[config.mk]
export PLATFORM = sky130hd
export DESIGN_NAME = sigmoid_argmax
export DESIGN_NICKNAME = d
export VERILOG_FILES = /design/src/rtl/sigmoid_argmax.sv
export SDC_FILE = /design/constraint.sdc
export NUM_CORES = 1
export LEC_CHECK = 0
export ABC_CLOCK_PERIOD_IN_PS = 12400
export CORE_ASPECT_RATIO = 0.7
export CORE_MARGIN = 8
export CORE_UTILIZATION = 58
export DETAILED_ROUTE_END_ITERATION = 6
export GPL_TIMING_DRIVEN = 0
export MAX_ROUTING_LAYER = met4
export PLACE_DENSITY_LB_ADDON = 0.12
export SYNTH_ARGS = -nofsm -noshare
export SYNTH_HDL_FRONTEND = slang
export SYNTH_SLANG_ARGS = --single-unit
[constraint.sdc]
create_clock -name clk -period 12.4 [get_ports clk]
set_input_delay 1.24 -clock clk [delete_from_list [all_inputs] [get_ports clk]]
set_output_delay 1.24 -clock clk [all_outputs]
set_load 0.01 [all_outputs]
[src/rtl/sigmoid_argmax.sv]
// Argmax classifier over N IEEE-754 single-precision activations.
// Scans one buffered element per cycle and reports the index and bit pattern of the largest one.
module sigmoid_argmax #(
  parameter int unsigned S  = 32,
  parameter int unsigned N  = 4,
  parameter int unsigned IW = ($clog2(N) > 0 ? $clog2(N) : 1)
) (
  input  logic             clk,
  input  logic             rst,
  input  logic             start,
  input  logic [S*N-1:0]   x,
  output logic [IW-1:0]    idx,
  output logic [S-1:0]     max_val,
  output logic             done,
  output logic             busy
);

  // One extra counter bit so cnt can reach N without wrapping at powers of two
  localparam int unsigned CW = IW + 1;

  localparam logic [1:0] ST_IDLE = 2'd0;
  localparam logic [1:0] ST_SCAN = 2'd1;
  localparam logic [1:0] ST_FIN  = 2'd2;

  // Ordering key: NaN maps to zero, every other value sits above it in IEEE order
  function automatic logic [S:0] rank_key(input logic [S-1:0] v);
    logic is_nan;
    is_nan = (v[30:23] == 8'hFF) && (v[22:0] != 23'd0);
    if (is_nan)
      rank_key = '0;
    else if (v[S-1])
      rank_key = {1'b1, ~v};
    else
      rank_key = {1'b1, v ^ {1'b1, {(S-1){1'b0}}}};
  endfunction

  logic [1:0]      state_q,    state_n;
  logic [S*N-1:0]  x_buf_q,    x_buf_n;
  logic [S-1:0]    best_val_q, best_val_n;
  logic [IW-1:0]   best_idx_q, best_idx_n;
  logic [CW-1:0]   cnt_q,      cnt_n;
  logic [IW-1:0]   idx_n;
  logic [S-1:0]    max_val_n;
  logic            done_n;
  logic            busy_n;
  logic [S-1:0]    cur_elem;

  // Element currently addressed by the scan counter
  always_comb begin
    cur_elem = '0;
    for (int unsigned i = 0; i < N; i++) begin
      if (cnt_q == CW'(i))
        cur_elem = x_buf_q[S*i +: S];
    end
  end

  // Next-state and registered-output logic
  always_comb begin
    state_n    = state_q;
    x_buf_n    = x_buf_q;
    best_val_n = best_val_q;
    best_idx_n = best_idx_q;
    cnt_n      = cnt_q;
    idx_n      = idx;
    max_val_n  = max_val;
    done_n     = 1'b0;
    busy_n     = busy;

    case (state_q)
      ST_IDLE: begin
        busy_n = 1'b0;
        if (start) begin
          x_buf_n    = x;
          best_val_n = x[S-1:0];
          best_idx_n = '0;
          cnt_n      = CW'(1);
          busy_n     = 1'b1;
          state_n    = (N > 1) ? ST_SCAN : ST_FIN;
        end
      end

      ST_SCAN: begin
        // Strictly greater: ties keep the lower index
        if (rank_key(cur_elem) > rank_key(best_val_q)) begin
          best_val_n = cur_elem;
          best_idx_n = cnt_q[IW-1:0];
        end
        cnt_n = cnt_q + CW'(1);
        if (cnt_q == CW'(N - 1))
          state_n = ST_FIN;
      end

      ST_FIN: begin
        idx_n     = best_idx_q;
        max_val_n = best_val_q;
        done_n    = 1'b1;
        busy_n    = 1'b0;
        state_n   = ST_IDLE;
      end

      default: begin
        busy_n  = 1'b0;
        state_n = ST_IDLE;
      end
    endcase
  end

  // State and output registers
  always_ff @(posedge clk) begin
    if (rst) begin
      state_q    <= ST_IDLE;
      x_buf_q    <= '0;
      best_val_q <= '0;
      best_idx_q <= '0;
      cnt_q      <= '0;
      idx        <= '0;
      max_val    <= '0;
      done       <= 1'b0;
      busy       <= 1'b0;
    end else begin
      state_q    <= state_n;
      x_buf_q    <= x_buf_n;
      best_val_q <= best_val_n;
      best_idx_q <= best_idx_n;
      cnt_q      <= cnt_n;
      idx        <= idx_n;
      max_val    <= max_val_n;
      done       <= done_n;
      busy       <= busy_n;
    end
  end

endmodule

## After elaboration in Yosys (flattened, before gate mapping)

Cells that the tools add are included.

| operators by class | value |
|---|---|
| add/subtract/negate cells | 1 |
| magnitude comparators | 1 |
| eq/ne operators | 10 |
| muxes and demuxes | 24 |
| bitwise logic cells | 4 |
| reduce and logical (&&, ||, !) cells | 11 |

Operators with widths:

| kind | number |
|---|---|
| $mux W32 | 8 |
| $mux W33 | 4 |
| $not A32 Y32 | 2 |
| $pmux W32 S2 | 1 |
| $reduce_bool A23 Y1 | 2 |
| $gt A33 B33 Y1 | 1 |
| $eq A8 B8 Y1 const B | 2 |
| $mux W2 | 4 |
| $pmux W2 S2 | 2 |
| $eq A3 B2 Y1 const B | 2 |
| $ne A2 B2 Y1 const B | 3 |
| $pmux W3 S2 | 1 |
| $reduce_and A2 Y1 | 3 |
| $add A3 B1 Y3 const B | 1 |
| $eq A3 B1 Y1 const B | 1 |
| $logic_not A3 Y1 | 1 |
| $mux W3 | 1 |
| $reduce_and A3 Y1 | 1 |
| $eq A2 B1 Y1 const B | 1 |
| $eq A2 B2 Y1 const B | 1 |
| $logic_and A1 B1 Y1 | 2 |
| $logic_not A2 Y1 | 1 |
| $mux W1 | 2 |
| $not A1 Y1 | 2 |
| 2 further kinds | 2 |

| word-level totals | value |
|---|---|
| register bits | 203 |
| input port bits | 131 |
| output and inout port bits | 36 |
| word-level logic and storage cells | 60 |

## Logic depth before layout (Yosys ltp)

Gate-level depths: netlist of the first run.

| depth | value |
|---|---|
| depth in word-level cells | 12 |
| gate-level depth with buffers | 23 |
| mapped depth without buffers | 17 |

## Least setup slack after synthesis of the first run

Ideal clock, no wire load.

| timing | value |
|---|---|
| path type | reg-to-reg |
| from | register cnt_q[0] |
| to | register best_val_q[16] |
| library setup time | 0.070 ns |
| data arrival time | 4.086 ns |
| data required time | 12.330 ns |
| slack | 8.244 ns |
| cell stages (with the launch flop) | 21 |
| path buffers | 4 |
| period minus slack after synthesis | 4.156 ns |
| path through | dfxtp_1 -> ha_1 -> ha_1 -> or2_1 -> clkbuf_1 -> nor3_1 -> a31oi_1 -> or3_1 -> a31oi_4 -> buf_6 -> nor2_2 -> ha_1 -> and4_1 -> and4bb_1 -> a22oi_1 -> o311ai_1 -> a211oi_2 -> buf_2 -> buf_2 -> nand2_1 -> a21oi_1 |

| on the way | value |
|---|---|
| word-level cells in the longest chain between the ends | 12 |
| elaborated cells between the ends (all ways) | 21 |
| classes of those cells | order compare (1); eq/ne (5); mux (9); bitwise (2); reduce/logical (4) |

Ends and longest elaborated chain:

| what | line | source |
|---|---|---|
| start: declaration | 41 | `logic [CW-1:0] cnt_q, cnt_n;` |
| start signal: assignment | 125 | `cnt_q <= cnt_n;` |
| $logic_not A3 Y1 | 52 | `if (cnt_q == CW'(i))` |
| $mux W32 (3 in series) | 52 |  |
| $mux W32 * | 52 |  |
| $reduce_bool A23 Y1, or another cell as far along | 28 | `is_nan = (v[30:23] == 8'hFF) && (v[22:0] != 23'd0);` |
| $logic_and A1 B1 Y1 or $mux W32 (tied branches) | 28, 31 |  |
| $mux W33 | 29 | `if (is_nan)` |
| $mux W33 | 69 | `case (state_q)` |
| $gt A33 B33 Y1 | 84 | `if (rank_key(cur_elem) > rank_key(best_val_q)) begin` |
| $ne A2 B2 Y1 (no line) | -- |  |
| $reduce_and A3 Y1 (no line) | -- |  |
| end signal: assignment | 123 | `best_val_q <= best_val_n;` |
| end: declaration | 39 | `logic [S-1:0] best_val_q, best_val_n;` |

Mark *: on every way between the ends. The rest lies on a longest branch, timed or not. The select of a mux whose other input is x is not followed.
A chain may end at the register's enable or synchronous reset.

## Worst setup path after layout of the first run

| timing | value |
|---|---|
| from | register cnt_q[0] |
| to | register best_val_q[20] |

Same word-level chain as after synthesis.

==> flow_summary.json, run 1 <==
{
  "crit_type": "reg -> reg",
  "num_rows": 41,
  "syn_nets": 1541,
  "min_from": "max_val[23]",
  "rsz0062_at_grt": "no",
  "groute.usage.overall_pct": 31.8,
  "die_w_um": 176,
  "fin_nets": 1728,
  "synthFlopType": "dfxtp_1",
  "hold_viol_final": 0,
  "critPathMaxStageDelay_ps": 500,
  "place_worst_setup_slack_ps": 7010,
  "vias": 10768,
  "drive_gt1_share_pct": 6.68,
  "worst_pin_slew_ps": 763,
  "place_area_um2": 12300,
  "max_freq_mhz": 176,
  "cp.arrival_ps": 6100,
  "yosysTopAreaCell": "dfxtp_1",
  "syn_area_um2": 10300,
  "leakagePower_uw": 0.00501,
  "dp_hpwl_um": 27700,
  "wl_um": 35500,
  "yosysMostFrequentCell": "nand2_1",
  "ir_drop_mv": 0.103,
  "start_util_pct": 58.3,
  "crit_path_end_kind": "register",
  "finalSetupViolCount": 0,
  "yosys_warnings": 0,
  "gp_congestion": 0.973,
  "coreArea_um2": 17700,
  "numCtsBuffers": 20,
  "hold_path.class": "reg -> reg",
  "path_clk_slew_ps": 60,
  "fin_skew_ps": 21.8,
  "cts.sink_count": 203,
  "drv_slew": 0,
  "postSynthAreaPerCell_um2": 7.54,
  "design_area_um2": 13000,
  "ys_top_cells_by_count": "nand2_1, a21oi_1, dfxtp_1",
  "grt_pass1_vias": 10503,
  "synth_edf_count": 0,
  "clock_latency_ps": 510,
  "first_pass_iters": 5,
  "path_max_fanout": 10,
  "status": "completed",
  "startpoint_type": "register",
  "synth_top_area_share_pct": 39.3,
  "cts_root_buf": "clkbuf_16",
  "grt_max_degree": 16,
  "area_growth_pct": 25.6,
  "worst_r2r_startpoint": "cnt_q[0]",
  "gr-total-overflow": 0,
  "tns_ps": 0,
  "cp.required_ps": 12820,
  "cp_slowest_cell": "clkbuf_1",
  "fin_crit_ps": 5680,
  "holdWs_ps": 453,
  "drt_iter0_drc": 1237,
  "ys_types": 53,
  "reg2reg_slack_ps": 6720,
  "die_y_um": 128,
  "setup_ws_ps": 6720,
  "critPathBufInv": 5,
  "cts_buffer_depth": 3,
  "cp_cell_sequence": "ha_1, ha_1, buf_2, nor2_2, clkbuf_1, a32oi_1, nand3_1, nor3_2, a31oi_4, buf_6, nor2_2, ha_1, nand4_1, and4bb_1, a22oi_1, o311ai_1, a211oi_2, buf_2, buf_2, nand2_1, a21oi_1",
  "dieArea_um2": 22400,
  "post_drt_wl_per_cell_um": 19.6,
  "portBuffers": 165,
  "post-cts-setup-buffer-count": 0,
  "post-route-drc-count": 0,
  "grt_pass1_wl_um": 55300,
  "synthArstFlopShare_pct": 0,
  "p_per_area_nw_per_um2": 143,
  "startpoint": "cnt_q[0]",
  "ctsHoldBuffers": 0,
  "htreeDepth": 1,
  "cts_tree": "yes",
  "cts_resized": 0,
  "cp_top_family": "compound AO/OA/AOI/OAI gates",
  "antenna_cells": 0,
  "max-slew-margin-rel_pct": 49.2,
  "synthTopCellsByArea": "dfxtp_1, nand2_1, a21oi_1, xor2_1, ha_1",
  "fill_cells": 1509,
  "pin_count": 167,
  "netlist_instances": 1372,
  "ant_nets": 0,
  "utilization_pct": 73.2,
  "grt_antenna_before_repair": 0,
  "maxCapViolations": 0,
  "vias_per_cell": 5.95,
  "post-route-period-util_pct": 45.8,
  "yosysSeqAreaShare_pct": 39.3,
  "synth-seq-cells": 203
}
==> cells by family (layout without fill, tap and decap cells) <==
group	after synthesis	in the layout	synth area share (%)
AND/OR/NAND/NOR	598	598	25.0
flip-flops	203	203	39.3
AO/OA/AOI/OAI	350	350	20.2
multiplexers	4	4	0.423
adder cells (fa/ha/maj)	38	38	4.60
buffers and inverters	118	319	5.30
XOR/XNOR	61	61	5.16
==> area by class of cell <==
class                           count  area [um2]  share of cell area [%]
Timing Repair Buffer              165        1650                    12.7
Clock inverter                      6         109                   0.838
Sequential cell                   203        4060                    31.3
Tap cell                          236         295                    2.27
Multi-Input combinational cell   1051        5730                    44.1
Buffer                            112         526                    4.05
Inverter                            6        22.5                   0.173
Clock buffer                       30         589                    4.54
==> final timing paths <==
path,to,cells after the start
worst min register to register,max_val[23],2
worst max register to register,best_val_q[20],21
worst max-delay path,best_val_q[20],21
worst min-delay path,max_val[23],2
==> cell usage in the layout, fill, tap and decap left out, types with 3 or more instances in the layout <==
| cell | count |
|---|---|
| a21oi_1 | 231 |
| clkbuf_8 | 3 |
| buf_1 | 8 |
| o31ai_1 | 4 |
| nand4_1 | 12 |
| mux2_2 | 3 |
| nor4_1 | 7 |
| nand3_1 | 6 |
| a22oi_1 | 8 |
| and4_1 | 3 |
| a2bb2oi_1 | 5 |
| clkbuf_16 | 21 |
| nor2_1 | 48 |
| xor2_1 | 59 |
| nor2b_1 | 8 |
| buf_2 | 15 |
| a21oi_2 | 8 |
| clkdlybuf4s50_1 | 165 |
| nand2_1 | 426 |
| a32oi_1 | 17 |
| or3_1 | 4 |
| inv_1 | 5 |
| nor2_2 | 30 |
| dfxtp_1 | 203 |
| buf_6 | 11 |
| and3b_1 | 9 |
| and2_1 | 5 |
| a221o_1 | 3 |
| nor3_1 | 5 |
| bufinv_16 | 3 |
| nand2b_1 | 26 |
| o21ai_0 | 8 |
| ha_1 | 38 |
| a211o_1 | 31 |
| o21ai_1 | 21 |
| clkbuf_1 | 83 |
==> stage by stage <==
| stage | cells | total power (uW) |
|---|---|---|
| final | 1809 | 1860 |
| after global routing | 1809 | 1930 |
| after CTS | 1809 | 1850 |
| after detailed placement | 1773 | 1200 |
| after global placement | 1773 | 1180 |
| after floorplan | 1372 | 1040 |
==> metal layers <==
metal	routed length (um)	GRT usage (%)
met5	0	-
met3	3630	5.00
met4	824	8.10
met2	15500	47.8
met1	15600	43.9
==> power by group <==
group / internal, uW / switching (uW) / total, uW
registers: 693 / 36.5 / 730
clock network: 392 / 267 / 660
logic: 195 / 279 / 474
==> flip-flops by register name, indices dropped and copies added (netlist names) <==
name and flops:
done 1, cnt_q 3, best_idx_q 2, max_val 32
idx 2, best_val_q 32, x_buf_q 128, state_q 2
busy 1
==> worst register-to-register path: cells and delay by family, from the launching register on <==
| family | cells | cell delay (ps) |
|---|---|---|
| and+or+nand+nor | 7 | 1350 |
| AOI/OAI and AO/OA | 6 | 1610 |
| adders and majority gates | 3 | 740 |
| DFF | 1 | 340 |
| buffers and inverters | 5 | 1560 |
Note: power is estimated with default switching activity, not from simulation.
==> inputs of run 2 (changes only) <==
ABC_CLOCK_PERIOD_IN_PS = 5850   (was 12400)
CORE_UTILIZATION = 54   (was 58)
clock period = 5.85 ns   (was 12.4 ns; I/O delays follow)
==> run 2 against run 1 <==
Sequential share of layout area shrank 0.093 points. Core utilization shrank 4.1 points. Setup slack lost 6400 ps. Cell area grew 0.30%. Total power grew 110%. Hold slack lost 1.8 ps. Wire length is essentially flat. Non-clock buffer count is the same. First-iteration DRC count shrank 13%. Via count shrank 1.7%. Critical endpoint unchanged.
==> flow_summary.json, run 2 (synthesis results as in run 1) <==
{
  "reg2reg_slack_ps": 340,
  "holdWs_ps": 452,
  "drive_gt1_share_pct": 7.06,
  "p_per_area_nw_per_um2": 305,
  "largestRegisters": "x_buf_q (128), best_val_q (32), max_val (32)",
  "cts_buffer_depth": 3,
  "portBuffers": 165,
  "gr-total-overflow": 0,
  "htreeDepth": 1,
  "pin_count": 167,
  "num_rows": 42,
  "crit_type": "reg -> reg",
  "cts_root_buf": "clkbuf_16",
  "start_util_pct": 54.8,
  "cp.required_ps": 6270,
  "top_register": "x_buf_q",
  "grt_pass1_wl_um": 54600,
  "hold_path.class": "reg -> reg",
  "path_clk_slew_ps": 70,
  "grt_max_degree": 16,
  "fin_skew_ps": 12.6,
  "path_max_fanout": 10,
  "dieArea_um2": 23900,
  "maxCapViolations": 0,
  "tns_ps": 0,
  "fin_nets": 1728,
  "drt_iter0_drc": 1079,
  "first_pass_iters": 5,
  "status": "completed",
  "worst_pin_slew_ps": 816,
  "coreArea_um2": 18900,
  "multiInputGateArea_um2": 5730,
  "antenna_cells": 0,
  "finalSetupViolCount": 0,
  "wl_um": 35500,
  "grt_antenna_before_repair": 0,
  "place_worst_setup_slack_ps": 428,
  "mostFrequentLayoutCells": "nand2_1, a21oi_1, dfxtp_1, clkdlybuf4s50_1, clkbuf_1",
  "max-slew-margin-rel_pct": 45.6,
  "die_w_um": 181,
  "largest_reg_flops": 128,
  "fin_crit_ps": 5510,
  "cp.arrival_ps": 5930,
  "post-route-drc-count": 0,
  "final_common_cell": "nand2_1",
  "ant_nets": 0,
  "setup_ws_ps": 341,
  "clock_latency_ps": 510,
  "regArea_um2": 4060,
  "grt_pass1_vias": 10061,
  "max_freq_mhz": 182,
  "startpoint_type": "register",
  "numCtsBuffers": 20,
  "vias_per_cell": 5.83,
  "finalPower_uw": 3980,
  "hold_viol_final": 0,
  "rsz0062_at_grt": "no",
  "leakagePower_uw": 0.00503,
  "area_growth_pct": 25.9,
  "groute.usage.overall_pct": 29.2,
  "vias": 10583,
  "ir_drop_mv": 0.182,
  "crit_path_end_kind": "register",
  "dp_hpwl_um": 28100,
  "post_drt_wl_per_cell_um": 19.6,
  "drv_slew": 0,
  "post-route-period-util_pct": 94.2,
  "cts_tree": "yes",
  "die_y_um": 132,
  "cts.sink_count": 203,
  "gp_congestion": 0.961,
  "fill_cells": 1672
}
[run 2: worst max-delay path, stage by stage, from the launching register on]
cell      delay (ps)
dfxtp_1          400
inv_1            100
ha_1             200
buf_2            170
buf_1            340
a21oi_2          210
o21ai_1           80
a32oi_1          580
nand3_1          200
nor3_2           280
a31oi_4          180
buf_6            210
nor2_2           110
ha_1             250
and4_1           240
and4bb_1         250
a22oi_1          190
o311ai_1         190
a211oi_2         360
buf_2            320
buf_2            290
nand2_1           80
a21oi_1          150
[run 2: path summary, 6_finish.rpt]
kind,start,endpoint,depth (start not counted)
max,cnt_q[0],best_val_q[20],22
min,max_val[10],max_val[10],2
max reg2reg,cnt_q[0],best_val_q[20],22
min reg2reg,max_val[10],max_val[10],2
[run 2: final cells by class]
class / count / area share (%)
buffer: 112 / 4.04
clock buffer: 27 / 4.67
clock inverter: 8 / 0.922
inverter: 6 / 0.173
multi-input combinational: 1051 / 44.0
sequential: 203 / 31.2
tap: 242 / 2.32
timing repair buffer: 165 / 12.7
[run 2: report_power, final]
group          switching, uW  internal (uW)
Clock                    570            861
Sequential              78.2           1470
Combinational            587            413
[run 2: stage by stage]
step	utilization (%)	std cells	area, um2
after global placement	65.2	1779	12300
after floorplan	-	1372	10300
final	69.1	1814	13000
after detailed placement	65.2	1779	12300
after global routing	69.1	1814	13000
after CTS	69.1	1814	13000
[run 2: routing by layer]
metal | routed length [um] | vias up | GRT usage [%]
li1 | - | 5005 | -
met1 | 15900 | 4974 | 40.5
met2 | 15100 | 528 | 42.7
met3 | 3610 | 76 | 5.84
met4 | 933 | 0 | 7.81
met5 | 0 | - | -
[run 2: timing repair]
item	in CTS	in global routing
hold buffers	0	0
setup endpoints to repair	0	1
resized for setup	0	2
buffers inserted	0	0
